**config.mk**
```make
export PLATFORM = sky130hd
export DESIGN_NAME = display_vramrd_flat
export DESIGN_NICKNAME = d
export VERILOG_FILES = /design/src/rtl/display_vramrd_if.sv /design/src/rtl/display_vramrd.sv /design/src/flat_wrapper.sv
export SDC_FILE = /design/constraint.sdc
export NUM_CORES = 1
export LEC_CHECK = 0
export BUFFER_PORTS_ARGS = -buffer_cell sky130_fd_sc_hd__buf_2
export CAP_MARGIN = 20
export CORE_MARGIN = 2
export CORE_UTILIZATION = 56
export CTS_CLUSTER_DIAMETER = 150
export DETAILED_ROUTE_END_ITERATION = 10
export GPL_ROUTABILITY_DRIVEN = 1
export GPL_TIMING_DRIVEN = 1
export PLACE_DENSITY = 0.84
export SLEW_MARGIN = 20
export SYNTH_ARGS = -nofsm -noshare
export SYNTH_HDL_FRONTEND = slang
export SYNTH_SLANG_ARGS = --single-unit
```
**constraint.sdc**
```tcl
create_clock -name ACLK -period 4.28 [get_ports ACLK]
set_input_delay 0.214 -clock ACLK [delete_from_list [all_inputs] [get_ports ACLK]]
set_output_delay 0.214 -clock ACLK [all_outputs]
set_load 0.02 [all_outputs]
```
**src/rtl/display_vramrd_if.sv**
```systemverilog
// AXI4 read-address / read-data channel bundle for the frame-buffer fetch.
// The fetch side is the master; the memory side is the slave.
interface display_vramrd_if;
  logic [31:0] M_AXI_ARADDR;
  logic [7:0]  M_AXI_ARLEN;
  logic [2:0]  M_AXI_ARSIZE;
  logic [1:0]  M_AXI_ARBURST;
  logic        M_AXI_ARVALID;
  logic        M_AXI_ARREADY;
  logic [31:0] M_AXI_RDATA;
  logic [1:0]  M_AXI_RRESP;
  logic        M_AXI_RLAST;
  logic        M_AXI_RVALID;
  logic        M_AXI_RREADY;

  modport master (
    output M_AXI_ARADDR, M_AXI_ARLEN,
    output M_AXI_ARSIZE, M_AXI_ARBURST,
    output M_AXI_ARVALID, M_AXI_RREADY,
    input  M_AXI_ARREADY, M_AXI_RDATA,
    input  M_AXI_RRESP, M_AXI_RLAST,
    input  M_AXI_RVALID
  );

  modport slave (
    input  M_AXI_ARADDR, M_AXI_ARLEN,
    input  M_AXI_ARSIZE, M_AXI_ARBURST,
    input  M_AXI_ARVALID, M_AXI_RREADY,
    output M_AXI_ARREADY, M_AXI_RDATA,
    output M_AXI_RRESP, M_AXI_RLAST,
    output M_AXI_RVALID
  );
endinterface

```
**src/rtl/display_vramrd.sv**
```systemverilog
// Frame-buffer fetch: AXI4 INCR bursts over one frame into the pixel FIFO.
// One burst outstanding at a time, issued only when the FIFO has room for it.
module display_vramrd #(
  parameter int C_M_AXI_DATA_WIDTH = 32,
  parameter int BURST_LEN          = 16,
  parameter int FRAME_WORDS        = 153600,
  parameter int FIFO_DEPTH         = 1024,
  parameter int CNT_W              = 11
) (
  input  logic                          ACLK,
  input  logic                          ARST,
  input  logic [27:0]                   DISPADDR,
  input  logic                          DISPON,
  input  logic                          FRAME_START,
  input  logic [CNT_W-1:0]              FIFO_WRCNT,
  output logic                          FIFO_WR,
  output logic [C_M_AXI_DATA_WIDTH-1:0] FIFO_WDATA,
  output logic                          BUSY,
  output logic                          RDERR,
  output logic                          LATE,
  display_vramrd_if.master              axi
);

  typedef enum logic [1:0] {
    S_IDLE, S_WAIT, S_ADDR, S_DATA
  } state_e;

  state_e      state_q, state_d;
  logic [31:0] base_q, base_d;
  logic [31:0] araddr_q, araddr_d;
  logic [17:0] words_q, words_d;
  logic [17:0] words_inc;
  logic        arvalid_q, arvalid_d;
  logic        wr_q, wr_d;
  logic        rderr_q, rderr_d;
  logic        late_q, late_d;
  logic [C_M_AXI_DATA_WIDTH-1:0] wdata_q, wdata_d;
  logic [31:0] fill;
  logic        has_room;
  logic        last_word;

  // The registered write still in flight has not reached FIFO_WRCNT yet.
  assign fill      = 32'(FIFO_WRCNT) + 32'(wr_q);
  assign has_room  = (fill + 32'(BURST_LEN)) <= 32'(FIFO_DEPTH);
  assign words_inc = words_q + 18'd1;
  assign last_word = words_inc == 18'(FRAME_WORDS);

  always_comb begin
    state_d   = state_q;
    base_d    = base_q;
    araddr_d  = araddr_q;
    words_d   = words_q;
    arvalid_d = arvalid_q;
    wr_d      = 1'b0;
    wdata_d   = wdata_q;
    rderr_d   = rderr_q;
    late_d    = late_q;
    if (FRAME_START && state_q != S_IDLE)
      late_d = 1'b1;
    unique case (state_q)
      S_IDLE: begin
        if (FRAME_START && DISPON) begin
          base_d  = {4'b0, DISPADDR};
          words_d = '0;
          state_d = S_WAIT;
        end
      end
      S_WAIT: begin
        if (!DISPON) begin
          state_d = S_IDLE;
        end else if (has_room) begin
          araddr_d  = base_q + {12'b0, words_q, 2'b00};
          arvalid_d = 1'b1;
          state_d   = S_ADDR;
        end
      end
      S_ADDR: begin
        if (axi.M_AXI_ARREADY) begin
          arvalid_d = 1'b0;
          state_d   = S_DATA;
        end
      end
      S_DATA: begin
        if (axi.M_AXI_RVALID) begin
          wr_d    = 1'b1;
          wdata_d = axi.M_AXI_RDATA;
          words_d = words_inc;
          if (axi.M_AXI_RRESP != 2'b00)
            rderr_d = 1'b1;
          if (axi.M_AXI_RLAST)
            state_d = (last_word || !DISPON) ?
                      S_IDLE : S_WAIT;
        end
      end
      default: state_d = S_IDLE;
    endcase
  end

  always_ff @(posedge ACLK) begin
    if (ARST) begin
      state_q   <= S_IDLE;
      base_q    <= '0;
      araddr_q  <= '0;
      words_q   <= '0;
      arvalid_q <= 1'b0;
      wr_q      <= 1'b0;
      wdata_q   <= '0;
      rderr_q   <= 1'b0;
      late_q    <= 1'b0;
    end else begin
      state_q   <= state_d;
      base_q    <= base_d;
      araddr_q  <= araddr_d;
      words_q   <= words_d;
      arvalid_q <= arvalid_d;
      wr_q      <= wr_d;
      wdata_q   <= wdata_d;
      rderr_q   <= rderr_d;
      late_q    <= late_d;
    end
  end

  assign axi.M_AXI_ARADDR  = araddr_q;
  assign axi.M_AXI_ARLEN   = 8'(BURST_LEN - 1);
  assign axi.M_AXI_ARSIZE  = 3'b010;
  assign axi.M_AXI_ARBURST = 2'b01;
  assign axi.M_AXI_ARVALID = arvalid_q;
  assign axi.M_AXI_RREADY  = state_q == S_DATA;

  assign FIFO_WR    = wr_q;
  assign FIFO_WDATA = wdata_q;
  assign BUSY       = state_q != S_IDLE;
  assign RDERR      = rderr_q;
  assign LATE       = late_q;

endmodule
```
**src/flat_wrapper.sv**
```systemverilog
// flat-port wrapper written by rule: the top's interface ports become plain ports
module display_vramrd_flat 
#(
  parameter int C_M_AXI_DATA_WIDTH = 32,
  parameter int BURST_LEN          = 16,
  parameter int FRAME_WORDS        = 153600,
  parameter int FIFO_DEPTH         = 1024,
  parameter int CNT_W              = 11
)
  (ACLK, ARST, DISPADDR, DISPON, FRAME_START, FIFO_WRCNT, FIFO_WR, FIFO_WDATA, BUSY, RDERR, LATE, axi_M_AXI_ARADDR, axi_M_AXI_ARLEN, axi_M_AXI_ARSIZE, axi_M_AXI_ARBURST, axi_M_AXI_ARVALID, axi_M_AXI_RREADY, axi_M_AXI_ARREADY, axi_M_AXI_RDATA, axi_M_AXI_RRESP, axi_M_AXI_RLAST, axi_M_AXI_RVALID);
  display_vramrd_if axi_i ();
  input  logic ACLK;
  input  logic ARST;
  input  logic [27:0] DISPADDR;
  input  logic DISPON;
  input  logic FRAME_START;
  input  logic [CNT_W-1:0] FIFO_WRCNT;
  output logic FIFO_WR;
  output logic [C_M_AXI_DATA_WIDTH-1:0] FIFO_WDATA;
  output logic BUSY;
  output logic RDERR;
  output logic LATE;
  output wire logic [$bits(axi_i.M_AXI_ARADDR)-1:0] axi_M_AXI_ARADDR;
  output wire logic [$bits(axi_i.M_AXI_ARLEN)-1:0] axi_M_AXI_ARLEN;
  output wire logic [$bits(axi_i.M_AXI_ARSIZE)-1:0] axi_M_AXI_ARSIZE;
  output wire logic [$bits(axi_i.M_AXI_ARBURST)-1:0] axi_M_AXI_ARBURST;
  output wire logic [$bits(axi_i.M_AXI_ARVALID)-1:0] axi_M_AXI_ARVALID;
  output wire logic [$bits(axi_i.M_AXI_RREADY)-1:0] axi_M_AXI_RREADY;
  input wire logic [$bits(axi_i.M_AXI_ARREADY)-1:0] axi_M_AXI_ARREADY;
  input wire logic [$bits(axi_i.M_AXI_RDATA)-1:0] axi_M_AXI_RDATA;
  input wire logic [$bits(axi_i.M_AXI_RRESP)-1:0] axi_M_AXI_RRESP;
  input wire logic [$bits(axi_i.M_AXI_RLAST)-1:0] axi_M_AXI_RLAST;
  input wire logic [$bits(axi_i.M_AXI_RVALID)-1:0] axi_M_AXI_RVALID;
  assign axi_M_AXI_ARADDR = axi_i.M_AXI_ARADDR;
  assign axi_M_AXI_ARLEN = axi_i.M_AXI_ARLEN;
  assign axi_M_AXI_ARSIZE = axi_i.M_AXI_ARSIZE;
  assign axi_M_AXI_ARBURST = axi_i.M_AXI_ARBURST;
  assign axi_M_AXI_ARVALID = axi_i.M_AXI_ARVALID;
  assign axi_M_AXI_RREADY = axi_i.M_AXI_RREADY;
  assign axi_i.M_AXI_ARREADY = axi_M_AXI_ARREADY;
  assign axi_i.M_AXI_RDATA = axi_M_AXI_RDATA;
  assign axi_i.M_AXI_RRESP = axi_M_AXI_RRESP;
  assign axi_i.M_AXI_RLAST = axi_M_AXI_RLAST;
  assign axi_i.M_AXI_RVALID = axi_M_AXI_RVALID;
  display_vramrd #(.C_M_AXI_DATA_WIDTH(C_M_AXI_DATA_WIDTH), .BURST_LEN(BURST_LEN), .FRAME_WORDS(FRAME_WORDS), .FIFO_DEPTH(FIFO_DEPTH), .CNT_W(CNT_W)) u_core (.ACLK(ACLK), .ARST(ARST), .DISPADDR(DISPADDR), .DISPON(DISPON), .FRAME_START(FRAME_START), .FIFO_WRCNT(FIFO_WRCNT), .FIFO_WR(FIFO_WR), .FIFO_WDATA(FIFO_WDATA), .BUSY(BUSY), .RDERR(RDERR), .LATE(LATE), .axi(axi_i));
endmodule
```
# Yosys cells after proc, flatten, opt, wreduce, memory -nomap -nowiden
# Cells that the tools add are included.
[op_classes] n_lt_le_gt_ge=1 mux=16 n_reduce_logical=17 n_eq_ne=11 add_sub_neg=4 bitwise=1
[ops] operator="2-to-1 mux 18 bit" count=2
[ops] operator="case mux 18 bit (2 select lines)" count=1
[ops] operator="adder 32 x 5 -> 32 bit (second input constant)" count=1
[ops] operator="less-or-equal comparator 32 x 11 -> 1 bit (second input constant)" count=1
[ops] operator="adder 28 x 20 -> 29 bit" count=1
[ops] operator="adder 18 x 1 -> 18 bit (second input constant)" count=1
[ops] operator="== test 18 bit (second input constant)" count=1
[ops] operator="adder 11 x 1 -> 12 bit" count=1
[ops] operator="2-to-1 mux 2 bit" count=6
[ops] operator="AND reduction 3 bit" count=3
[ops] operator="!= test 2 x 1 -> 1 bit (second input constant)" count=4
[ops] operator="case mux 2 bit (4 select lines)" count=1
[ops] operator="nonzero test 2 bit" count=4
[ops] operator="2-to-1 mux 1 bit" count=5
[ops] operator="AND reduction 5 bit" count=1
[ops] operator="== test 2 bit (second input constant)" count=2
[ops] operator="!= test 2 bit (second input constant)" count=2
[ops] operator="AND reduction 2 bit" count=2
[ops] operator="AND reduction 4 bit" count=1
[ops] operator="!= test 3 x 2 -> 1 bit (second input constant)" count=1
[ops] operator="== test 2 x 1 -> 1 bit (second input constant)" count=1
[ops] operator="logical AND 1 bit" count=2
[ops] operator="logical NOT 2 bit" count=1
[ops] operator="case mux 1 bit (2 select lines)" count=1
[ops] operator="other kinds (4)" count=4
[word_totals] elab_cells=59 input_bits=80 reg_bits=116 out_inout_bits=83

# Longest topological paths before layout
# Gate-level depths: netlist (run 1).
[depth] word_depth=7 depth_mapped=10 mapped_depth_nobuf=10

# Least setup slack after synthesis (run 1)
# No wires, ideal clock.
[synth_timing] kind="register to register" startpoint="reg u_core.wr_q, in the netlist u_core.FIFO_WR" endpoint="reg u_core.araddr_q[0], in the netlist u_core.axi.M_AXI_ARADDR[0]" stages_incl_launch_ff=11 setup_ns=0.128 required_time_ns=4.152 arrival_time_ns=2.251 n_path_buf=1 period_less_slack_ns=2.378 slack_ns=1.902 cell_sequence="dfxtp_1 ha_1 ha_1 o41ai_1 a21oi_1 nand4_1 o211ai_2 nor2_4 buf_4 mux2i_1 nor2_1"
[synth_between] elab_chain_cells=4
[synth_lines] item="from (decl)" line="display_vramrd.sv:34" text="logic wr_q, wr_d;"
[synth_lines] item="from (signal assigned)" line="display_vramrd.sv:116" text="wr_q <= wr_d;"
[synth_lines] item="adder 11 x 1 -> 12 bit" line="display_vramrd.sv:43" text="assign fill = 32'(FIFO_WRCNT) + 32'(wr_q);"
[synth_lines] item="adder 32 x 5 -> 32 bit" line="display_vramrd.sv:44" text="assign has_room = (fill + 32'(BURST_LEN)) <= 32'(FIFO_DEPTH);"
[synth_lines] item="less-or-equal comparator 32 x 11 -> 1 bit" line="display_vramrd.sv:44"
[synth_lines] item="AND reduction 3 bit (no source line)"
[synth_lines] item="to (signal assigned)" line="display_vramrd.sv:113" text="araddr_q <= araddr_d;"
[synth_lines] item="to (decl)" line="display_vramrd.sv:30" text="logic [31:0] araddr_q, araddr_d;"
# No other way between the ends.
# A chain may end at the register's enable or synchronous reset.

# Worst setup path after layout (run 1)
[layout_timing] startpoint="reg u_core.wr_q, in the netlist u_core.FIFO_WR" endpoint="reg u_core.araddr_q[8], in the netlist u_core.axi.M_AXI_ARADDR[8]"
# The elaborated chain is that of the path after synthesis.

==> metrics.md, run 1 <==
| Metric | Value |
|---|---|
| Status | `finished, final reports clean` |
| Post-synthesis compound-gate area fraction | `0.227` |
| Leak Pwr | `between 0.003 and 0.004 uW` |
| Crit end category | `flop` |
| Clock Path Buffers | `2` |
| Yosys Warn Count | `0` |
| Worst vdd ir | `roughly 0.39 mV` |
| Non-Filler Instances | `approximately 1100` |
| Final ANT Viol Nets | `0` |
| Crit path top cell by count | `ha_1` |
| Die height | `around 110 um` |
| Clock-pin slew on the worst setup and hold paths | `0.06 ns` |
| FF+latch area | `approximately 2300 um2` |
| Worst hold start | `axi_M_AXI_RLAST` |
| Worst Reg-to-Reg Cells | `10` |
| Crit path from | `u_core.FIFO_WR` |
| Synth area leader | `dfxtp_1` |
| Die Wd | `about 110 um` |
| Clk sinks | `113` |
| XOR/XNOR share of the synthesized area | `0.0229` |
| Via count | `about 6500` |
| Area share of the largest cell type after synthesis | `0.370` |
| Total gr overflow | `0` |
| Initial antenna violation count | `0` |
| ANT cells | `0` |
| R2r startpoint | `u_core.FIFO_WR` |
| Final net count | `~1100` |
| Post-Synth Adder-Cell Area | `0.0463` |
| Synth area leaders | `dfxtp_1 37%, nand2_1 9.8%, a21oi_1 8.3%` |
| Clock latency on the worst-skew pair | `0.53 ns` |
| CORE AREA | `approximately 11000 um2` |
| Layout fillers | `approximately 800` |
| Cell variety after synth | `71` |
| Number of top-level pins | `roughly 160` |
| Share of synthesized registers carrying an async set or reset | `0` |
| Area grow syn2layout | `30.2%` |
| Mux cell area share after synthesis | `0.0281` |
| CP max FO | `27` |
| Met3 routed WL | `between 1500 and 2000 um` |
| Crit start category | `flop` |
| PostCTS Resize Cnt | `0` |
| Synth Instances | `between 700 and 800` |
| Setup tns final | `0 ns` |
| Initial Util | `0.569` |
| Max layer used | `met4` |
| Slew Limit Fails | `0` |
| WP data arrival | `approximately 3.4 ns` |
| Worst Clk Skew | `0.0115 ns` |
| Pin count of the biggest net entering global routing | `73` |
| Post-DR vias/cell | `5.80` |
| CTS tree | `built` |
| DRC viols | `0` |
| CP cell instances | `ha_1 -> ha_1 -> o41ai_1 -> a21oi_1 -> nand4_1 -> o211ai_2 -> nor2_4 -> buf_4 -> mux2i_1 -> nor2_1` |
| Setup bufs post-CTS | `0` |
| Die ar. | `11800 um2` |
| Sequential area share after synthesis | `0.370` |
| Worst hold path depth | `4` |
| Commonest non-fill, non-tap cell in the layout | `nand2_1` |
| Global Route Usage Sum | `0.327` |
| Multi-input gate area | `between 3000 and 4000 um2` |
| Share of cells above drive strength 1 | `0.208` |
| Root Driver | `clkbuf_8` |
| 1st-iter DRT viols | `a little under 500` |
| Slowest CP cell | `nor2_4` |
| Commonest non-fill, non-tap cells in the layout | `159 x nand2_1, 145 x buf_2, 113 x dfxtp_1` |
| Max-cap check violation count | `0` |
| Vias in the first global route | `between 6000 and 7000` |
| Std-Cell Rows | `38` |
| Number of flops mapped to enable cells by yosys | `0` |
| Inst Count DP | `between 1000 and 1500` |
| Simple-gate share of the synthesized area | `0.238` |
| Hpwl dp | `11000 um` |
| Post-Route WL | `19000 um` |
| Fmax | `between 300 and 400 MHz` |
| First-pass GRT wire length | `roughly 30000 um` |
| Final Hold Fails | `0` |
| Worst Tran Pin Value | `roughly 0.74 ns` |
| Drt wl/cell | `between 15 and 20 um` |
| Final GP Congestion | `about 0.93` |
| CP Data Required Time | `approximately 4.7 ns` |
| Unrepaired setup endpoints after global routing | `no` |
| Mapped Area | `between 6000 and 7000 um2` |
| Detailed Routing Iterations Pass 1 | `7` |
| I/O Buffers | `about 150` |
| Crit Path Category | `reg2reg` |
| Metal1 wirelength | `7550 um` |
| Synth Register Bits | `113` |
| Tcrit/Tclk final | `0.706` |
| H-tree depth | `4` |
| Main synth FF type | `dfxtp_1` |
| Hold Path Class | `in2reg` |
| Met2 Wirelength | `between 9000 and 10000 um` |
| Slew HR | `0.508` |
| Cts bufs inserted | `17` |
| Syn avg cell area | `slightly below 8 um2` |
| PD cells | `approximately 340 nW/um2` |
| Largest family of logic cells by synthesized area | `simple AND/OR/NAND/NOR gates` |
| Final setup violation count | `0` |
| Min Tclk post-route | `between 3 and 4 ns` |
| Slowest stage delay, CP | `0.56 ns` |
-- power by group --
group	switching [uW]	internal (uW)
logic	137	107
registers	18.0	1070
clock network	564	804
-- path summary, 6_finish.rpt --
kind	to	slack (ns)
setup / recovery	u_core.axi.M_AXI_ARADDR[8]	1.26
hold / removal	flop	0.06
setup reg to reg	u_core.axi.M_AXI_ARADDR[8]	1.26
hold reg to reg	u_core.FIFO_WDATA[2]	0.45
-- through the flow --
| step | cell area [um2] | hold WS (ns) | utilization | power [uW] | worst slack (ns) |
|---|---|---|---|---|---|
| finish | 7960 | 0.0610 | 0.740 | 2700 | 1.26 |
| global route | 7960 | 0.0937 | 0.740 | 2770 | 1.04 |
| CTS | 7960 | 0.0467 | 0.740 | 2690 | 1.26 |
| detailed placement | 6750 | 0.440 | 0.628 | 1300 | 1.26 |
| global placement | 6750 | 0.437 | 0.628 | 1300 | 1.31 |
| floorplan | 6160 | 0.350 | - | 1240 | 1.90 |
-- metal layers --
layer	track usage	vias to the layer above
met3	0.0747	77
met1	0.382	2962
li1	-	3115
met5	0	-
met4	0.140	0
met2	0.571	330
-- synth_stat cells (7+ instances only) --
library cell  number
a311oi_1           7
nand2_1          160
buf_4             19
a21o_1            10
ha_1              21
and3_1             9
nor3_1            12
clkbuf_1          31
inv_1             10
xnor2_1           15
nand3_1           20
a21oi_1          101
buf_2             14
mux2i_1           16
a31oi_1            8
nand4_1           16
o21ai_0           31
a22oi_1            9
a211oi_1          12
dfxtp_1          113
nor2_1            60
-- critical path, delay by kind of cell, from the launching register on --
| family | cells | cell delay (ns) |
|---|---|---|
| flip-flops | 1 | 0.31 |
| AND/OR/NAND/NOR | 3 | 0.72 |
| AO/OA/AOI/OAI | 3 | 0.69 |
| multiplexers | 1 | 0.21 |
| buffers and inverters | 1 | 0.36 |
| adder cells (fa/ha/maj) | 2 | 0.57 |
-- sequential cells by signal, summed over array words and instances, names as in the netlist, named ones only --
signal and cells:
u_core.words_q 18, u_core.state_q 1, u_core.RDERR 1, u_core.axi.M_AXI_ARVALID 1, u_core.base_q 28, u_core.LATE 1
u_core.axi.M_AXI_ARADDR 29, u_core.FIFO_WDATA 32, u_core.FIFO_WR 1
-- layout make-up --
cell class                      count  share of cell area
Inverter                           10             0.00472
Sequential cell                   113               0.284
Tap cell                          140              0.0220
Clock inverter                     14              0.0182
Clock buffer                       18              0.0538
Timing Repair Buffer              215               0.177
Multi-Input combinational cell    607               0.440
-- logic make-up after synthesis --
kind of cell | count (synthesis)
buf+inv | 80
other cells | 2
simple gates | 315
flops | 113
compound gates | 221
fa+ha+maj | 22
xor+xnor | 16
mux | 17
-- what timing repair did --
item                                   4_1_cts  5_1_grt
setup endpoints to repair                    0        0
hold buffers                                63        0
endpoints found under the hold margin       62        0
No activity file was read; power rests on OpenSTA's default activity.
==> run 2, diff against run 1 <==
- CORE_UTILIZATION: 56 -> 48
- PLACE_DENSITY: 0.84 -> 0.77
- clock period: 4.28 -> 2.45 ns (I/O delays scaled with it)
==> metrics.md, run 2 (synthesized netlist as in run 1, its figures left out) <==
| Metric | Value |
|---|---|
| Crit start category | `flop` |
| Drt wl/cell | `approximately 16 um` |
| Cts bufs inserted | `17` |
| Clk pwr share | `0.521` |
| Status | `finished, final reports clean` |
| Initial antenna violation count | `0` |
| CP max FO | `10` |
| Final worst slack | `around 0.091 ns` |
| Final GP Congestion | `between 0.9 and 1` |
| First-pass GRT wire length | `29600 um` |
| Worst vdd ir | `between 0.7 and 0.8 mV` |
| ANT cells | `0` |
| Final Hold Fails | `0` |
| Sw Ratio | `0.229` |
| Number of top-level pins | `163` |
| Die Wd | `about 120 um` |
| Multi-input gate area | `about 3500 um2` |
| Crit Path Category | `reg2reg` |
| Leak Pwr | `0.00363 uW` |
| Vias in the first global route | `between 6000 and 7000` |
| Via count | `6571` |
| Post-Route WL | `around 19000 um` |
| Root Driver | `clkbuf_16` |
| Final net count | `between 1000 and 1500` |
| Max reg flops | `32` |
| Global Route Usage Sum | `0.277` |
| Hold Path Class | `in2reg` |
| Worst Tran Pin Value | `a little under 0.6 ns` |
| Total gr overflow | `0` |
| CP cell instances | `ha_1 -> ha_4 -> o41ai_2 -> a21oi_1 -> nand4_1 -> o211ai_2 -> nor2_4 -> buf_4 -> buf_4 -> clkbuf_16 -> o221a_2` |
| Worst Path Buf+Inv | `3` |
| Fmax | `around 420 MHz` |
| Slew Limit Fails | `0` |
| Crit end category | `flop` |
| Slowest CP cell | `dfxtp_1` |
| FF+latch area | `2260 um2` |
| CTS tree | `built` |
| Share of cells above drive strength 1 | `0.248` |
| Sw Pwr | `1130 uW` |
| H-tree depth | `4` |
| CP Data Required Time | `around 2.8 ns` |
| Sequential power share | `0.388` |
| Comb pwr share | `0.091` |
| Detailed Routing Iterations Pass 1 | `5` |
| Clock-pin slew on the worst setup and hold paths | `around 0.050 ns` |
| Clock Path Buffers | `2` |
| Unrepaired setup endpoints after global routing | `no` |
| Pin count of the biggest net entering global routing | `51` |
| Min Tclk post-route | `roughly 2.4 ns` |
| Final setup violation count | `0` |
| Int Power | `about 3800 uW` |
| Commonest non-fill, non-tap cells in the layout | `159 x nand2_1, 145 x buf_2, 112 x dfxtp_1` |
| Hpwl dp | `approximately 12000 um` |
| Slew HR | `0.614` |
| Worst Clk Skew | `about 0.019 ns` |
| WP data arrival | `around 2.7 ns` |
| I/O Buffers | `146` |
| CORE AREA | `between 10000 and 15000 um2` |
| Post-DR vias/cell | `roughly 5.5` |
| Area grow syn2layout | `38.3%` |
| Slowest stage delay, CP | `roughly 0.3 ns` |
| Non-Filler Instances | `1190` |
| DRC viols | `0` |
| Max-cap check violation count | `0` |
| Clk sinks | `roughly 110` |
| PD cells | `between 500 and 600 nW/um2` |
| Final ANT Viol Nets | `0` |
| Commonest non-fill, non-tap cell in the layout | `nand2_1` |
| Tcrit/Tclk final | `0.963` |
| Layout fillers | `between 900 and 1000` |
| Clock latency on the worst-skew pair | `0.42 ns` |
| Cell family with the largest share of critical-path delay | `compound AO/OA/AOI/OAI gates` |
| Die ar. | `about 14000 um2` |
| Die height | `approximately 120 um` |
| Initial Util | `0.488` |
| Setup slack after placement | `-0.0238 ns` |
| Std-Cell Rows | `between 40 and 50` |
| Crit path top cell by count | `buf_4` |
| Inst Count DP | `1090` |
| 1st-iter DRT viols | `about 500` |
-- run 2: worst paths after layout --
check	slack, ns	depth (start not counted)	endpoint	startpoint
setup / recovery	0.09	11	u_core.axi.M_AXI_ARVALID	u_core.FIFO_WR
hold reg to reg	0.45	2	u_core.FIFO_WDATA[22]	u_core.FIFO_WDATA[22]
hold / removal	0.02	3	u_core.LATE	FRAME_START
setup reg to reg	0.09	11	u_core.axi.M_AXI_ARVALID	u_core.FIFO_WR
-- run 2: worst register-to-register path, stage by stage (launching register included) --
cell       delay, ns
dfxtp_1         0.30
ha_1            0.22
ha_4            0.30
o41ai_2         0.07
a21oi_1         0.16
nand4_1         0.13
o211ai_2        0.30
nor2_4          0.05
buf_4           0.17
buf_4           0.15
clkbuf_16       0.16
o221a_2         0.24
-- run 2: timing repair --
action	CTS	global route
endpoints found under the hold margin	61	0
setup endpoints to repair	8	19
pin swaps	0	7
resized for setup	2	11
buffers inserted	0	6
cloned	0	2
hold buffers	61	0
-- run 2: routing by layer --
layer | GRT usage | routed length, um
met5 | 0 | 0
met4 | 0.109 | 439
met3 | 0.0829 | 1520
met2 | 0.471 | 9100
met1 | 0.328 | 7690
-- run 2: per-stage QoR --
stage / util / TNS [ns] / area [um2] / hold slack [ns] / total power, uW
global route: 0.675 / 0 / 8450 / 0.0532 / 5080
floorplan: - / 0 / 6160 / 0.258 / 2160
global placement: 0.565 / 0 / 7070 / 0.363 / 2280
finish: 0.675 / 0 / 8450 / 0.0185 / 4920
CTS: 0.664 / 0 / 8310 / 0.00629 / 4920
detailed placement: 0.565 / -0.0461 / 7070 / 0.369 / 2290
-- run 2: final cells by class --
cell class                 instances  share of cell area
inverter                          10             0.00444
clock inverter                    11              0.0193
timing repair buffer             257               0.211
multi-input combinational        607               0.420
clock buffer                      20              0.0529
tap                              172              0.0255
sequential                       113               0.268
-- run 2: power groups by stage --
stage	sequential, uW	clock (uW)	combinational (uW)
2_1_floorplan	1950	0	219
3_3_place_gp	1940	0	342
3_5_place_dp	1940	0	345
4_1_cts	1910	2590	424
5_1_grt	1910	2670	492
6_report	1910	2560	449
==> run 3, diff against run 2 <==
- CORE_UTILIZATION: 48 -> 50
- CTS_BUF_LIST: default -> sky130_fd_sc_hd__clkbuf_4 sky130_fd_sc_hd__clkbuf_8
- PLACE_DENSITY: 0.77 -> 0.79
==> metrics.md, run 3 (synthesized netlist as in run 1, its figures left out) <==
| Metric | Value |
|---|---|
| Clock latency on the worst-skew pair | `0.45 ns` |
| Clock Path Buffers | `2` |
| Clk sinks | `around 110` |
| Cell family with the largest share of critical-path delay | `compound AO/OA/AOI/OAI gates` |
| Worst vdd ir | `around 0.42 mV` |
| First-pass GRT wire length | `28600 um` |
| Final setup violation count | `0` |
| Die Wd | `between 100 and 150 um` |
| Detailed Routing Iterations Pass 1 | `6` |
| Max reg flops | `32` |
| Vias in the first global route | `between 6000 and 7000` |
| ANT cells | `0` |
| Post-DR vias/cell | `5.58` |
| Global Route Usage Sum | `0.274` |
| H-tree depth | `4` |
| Multi-input gate area | `approximately 3500 um2` |
| Fin util | `0.677` |
| Die height | `around 110 um` |
| Leak Pwr | `about 0.0035 uW` |
| Cts bufs inserted | `17` |
| CP Data Required Time | `2.81 ns` |
| Final ANT Viol Nets | `0` |
| I/O Buffers | `between 100 and 150` |
| Via count | `between 6000 and 7000` |
| Max-cap check violation count | `0` |
| Clk pwr share | `0.428` |
| Std-Cell Rows | `40` |
| FF+latch area | `2260 um2` |
| Hpwl dp | `around 12000 um` |
| Initial Util | `0.511` |
| Total gr overflow | `0` |
| Comb pwr share | `0.106` |
| Pin count of the biggest net entering global routing | `63` |
| Commonest non-fill, non-tap cells in the layout | `159 x nand2_1, 145 x buf_2, 111 x dfxtp_1` |
| Slew Limit Fails | `0` |
| Layout fillers | `948` |
| Crit end category | `flop` |
| Clock-pin slew on the worst setup and hold paths | `approximately 0.070 ns` |
| CP max FO | `7` |
| Min Tclk post-route | `about 2.3 ns` |
| Final GP Congestion | `0.936` |
| Drt wl/cell | `15.3 um` |
| Slew HR | `0.577` |
| Status | `finished, final reports clean` |
| Final net count | `1098` |
| Unrepaired setup endpoints after global routing | `yes` |
| Tcrit/Tclk final | `0.944` |
| Inst Count DP | `about 1100` |
| Sw Pwr | `roughly 1000 uW` |
| Post-Route WL | `~18000 um` |
| 1st-iter DRT viols | `400` |
| DRC viols | `0` |
| Share of cells above drive strength 1 | `0.237` |
| WP data arrival | `2.67 ns` |
| Slowest stage delay, CP | `0.50 ns` |
| Slowest CP cell | `a2111oi_0` |
| PD cells | `roughly 500 nW/um2` |
| Non-Filler Instances | `roughly 1200` |
| Int Power | `3070 uW` |
| Tot Pwr | `approximately 4100 uW` |
| Number of top-level pins | `163` |
| Die ar. | `about 13000 um2` |
| Sw Ratio | `0.250` |
| Crit start category | `flop` |
| Hold Path Class | `in2reg` |
| Worst Clk Skew | `0.0133 ns` |
| CTS tree | `built` |
| Crit Path Category | `reg2reg` |
| Initial antenna violation count | `0` |
| CP cell instances | `ha_1 -> a21o_1 -> a2111oi_0 -> buf_4 -> a31oi_4 -> mux2i_1 -> a311oi_2` |
| Setup tns final | `0 ns` |
| Commonest non-fill, non-tap cell in the layout | `nand2_1` |
| Sequential power share | `0.466` |
| Worst Path Buf+Inv | `1` |
| Final Hold Fails | `0` |
| CORE AREA | `around 12000 um2` |
| Fmax | `about 430 MHz` |
| Area grow syn2layout | `32.5%` |
| Worst Tran Pin Value | `~0.63 ns` |
| Root Driver | `clkbuf_8` |
[run 3: final timing paths]
kind	from	to	slack [ns]	cells past startpoint
setup / recovery	u_core.words_q[13]	u_core.axi.M_AXI_ARADDR[26]	0.14	7
hold / removal	axi_M_AXI_ARREADY	u_core.axi.M_AXI_ARVALID	0.09	3
setup reg to reg	u_core.words_q[13]	u_core.axi.M_AXI_ARADDR[26]	0.14	7
hold reg to reg	u_core.FIFO_WDATA[25]	u_core.FIFO_WDATA[25]	0.45	2
[run 3: cell type report]
cell class,instances,area share
inverter,10,0.00464
sequential,113,0.280
clock buffer,21,0.0357
clock inverter,9,0.0133
timing repair buffer,247,0.207
multi-input combinational,607,0.437
tap,147,0.0227
[run 3: what timing repair did]
item,4_1_cts,5_1_grt
endpoints found under the hold margin,63,0
hold buffers,64,0
gates resized for setup,0,10
endpoints found under the setup margin,0,22
setup buffers,0,1
[run 3: worst reg2reg max path, cell delays in order (launching register included)]
cell and delay [ns]:
dfxtp_1 0.44, ha_1 0.29, a21o_1 0.21, a2111oi_0 0.50, buf_4 0.21, a31oi_4 0.13, mux2i_1 0.18, a311oi_2 0.27
[run 3: stage by stage]
stage	hold WS [ns]	setup WS (ns)	area, um2
floorplan	0.258	0.0719	6160
global placement	0.363	0.104	7010
detailed placement	0.368	0.0753	7010
CTS	0.0671	0.0315	8050
global route	0.0681	-0.00253	8100
finish	0.0918	0.138	8100
[run 3: per-layer routing]
metal	global-route usage	vias to the layer above	wire [um]
met4	0.120	0	479
met2	0.459	250	8540
met5	0	-	0
met3	0.0688	40	1090
met1	0.334	2973	7570
li1	-	3175	-
[run 3: power groups by stage]
stage | clock, uW | combinational [uW] | sequential [uW]
global placement | 0 | 340 | 1940
global route | 1860 | 472 | 1910
CTS | 1770 | 421 | 1900
finish | 1750 | 435 | 1910
detailed placement | 0 | 343 | 1940
floorplan | 0 | 219 | 1950
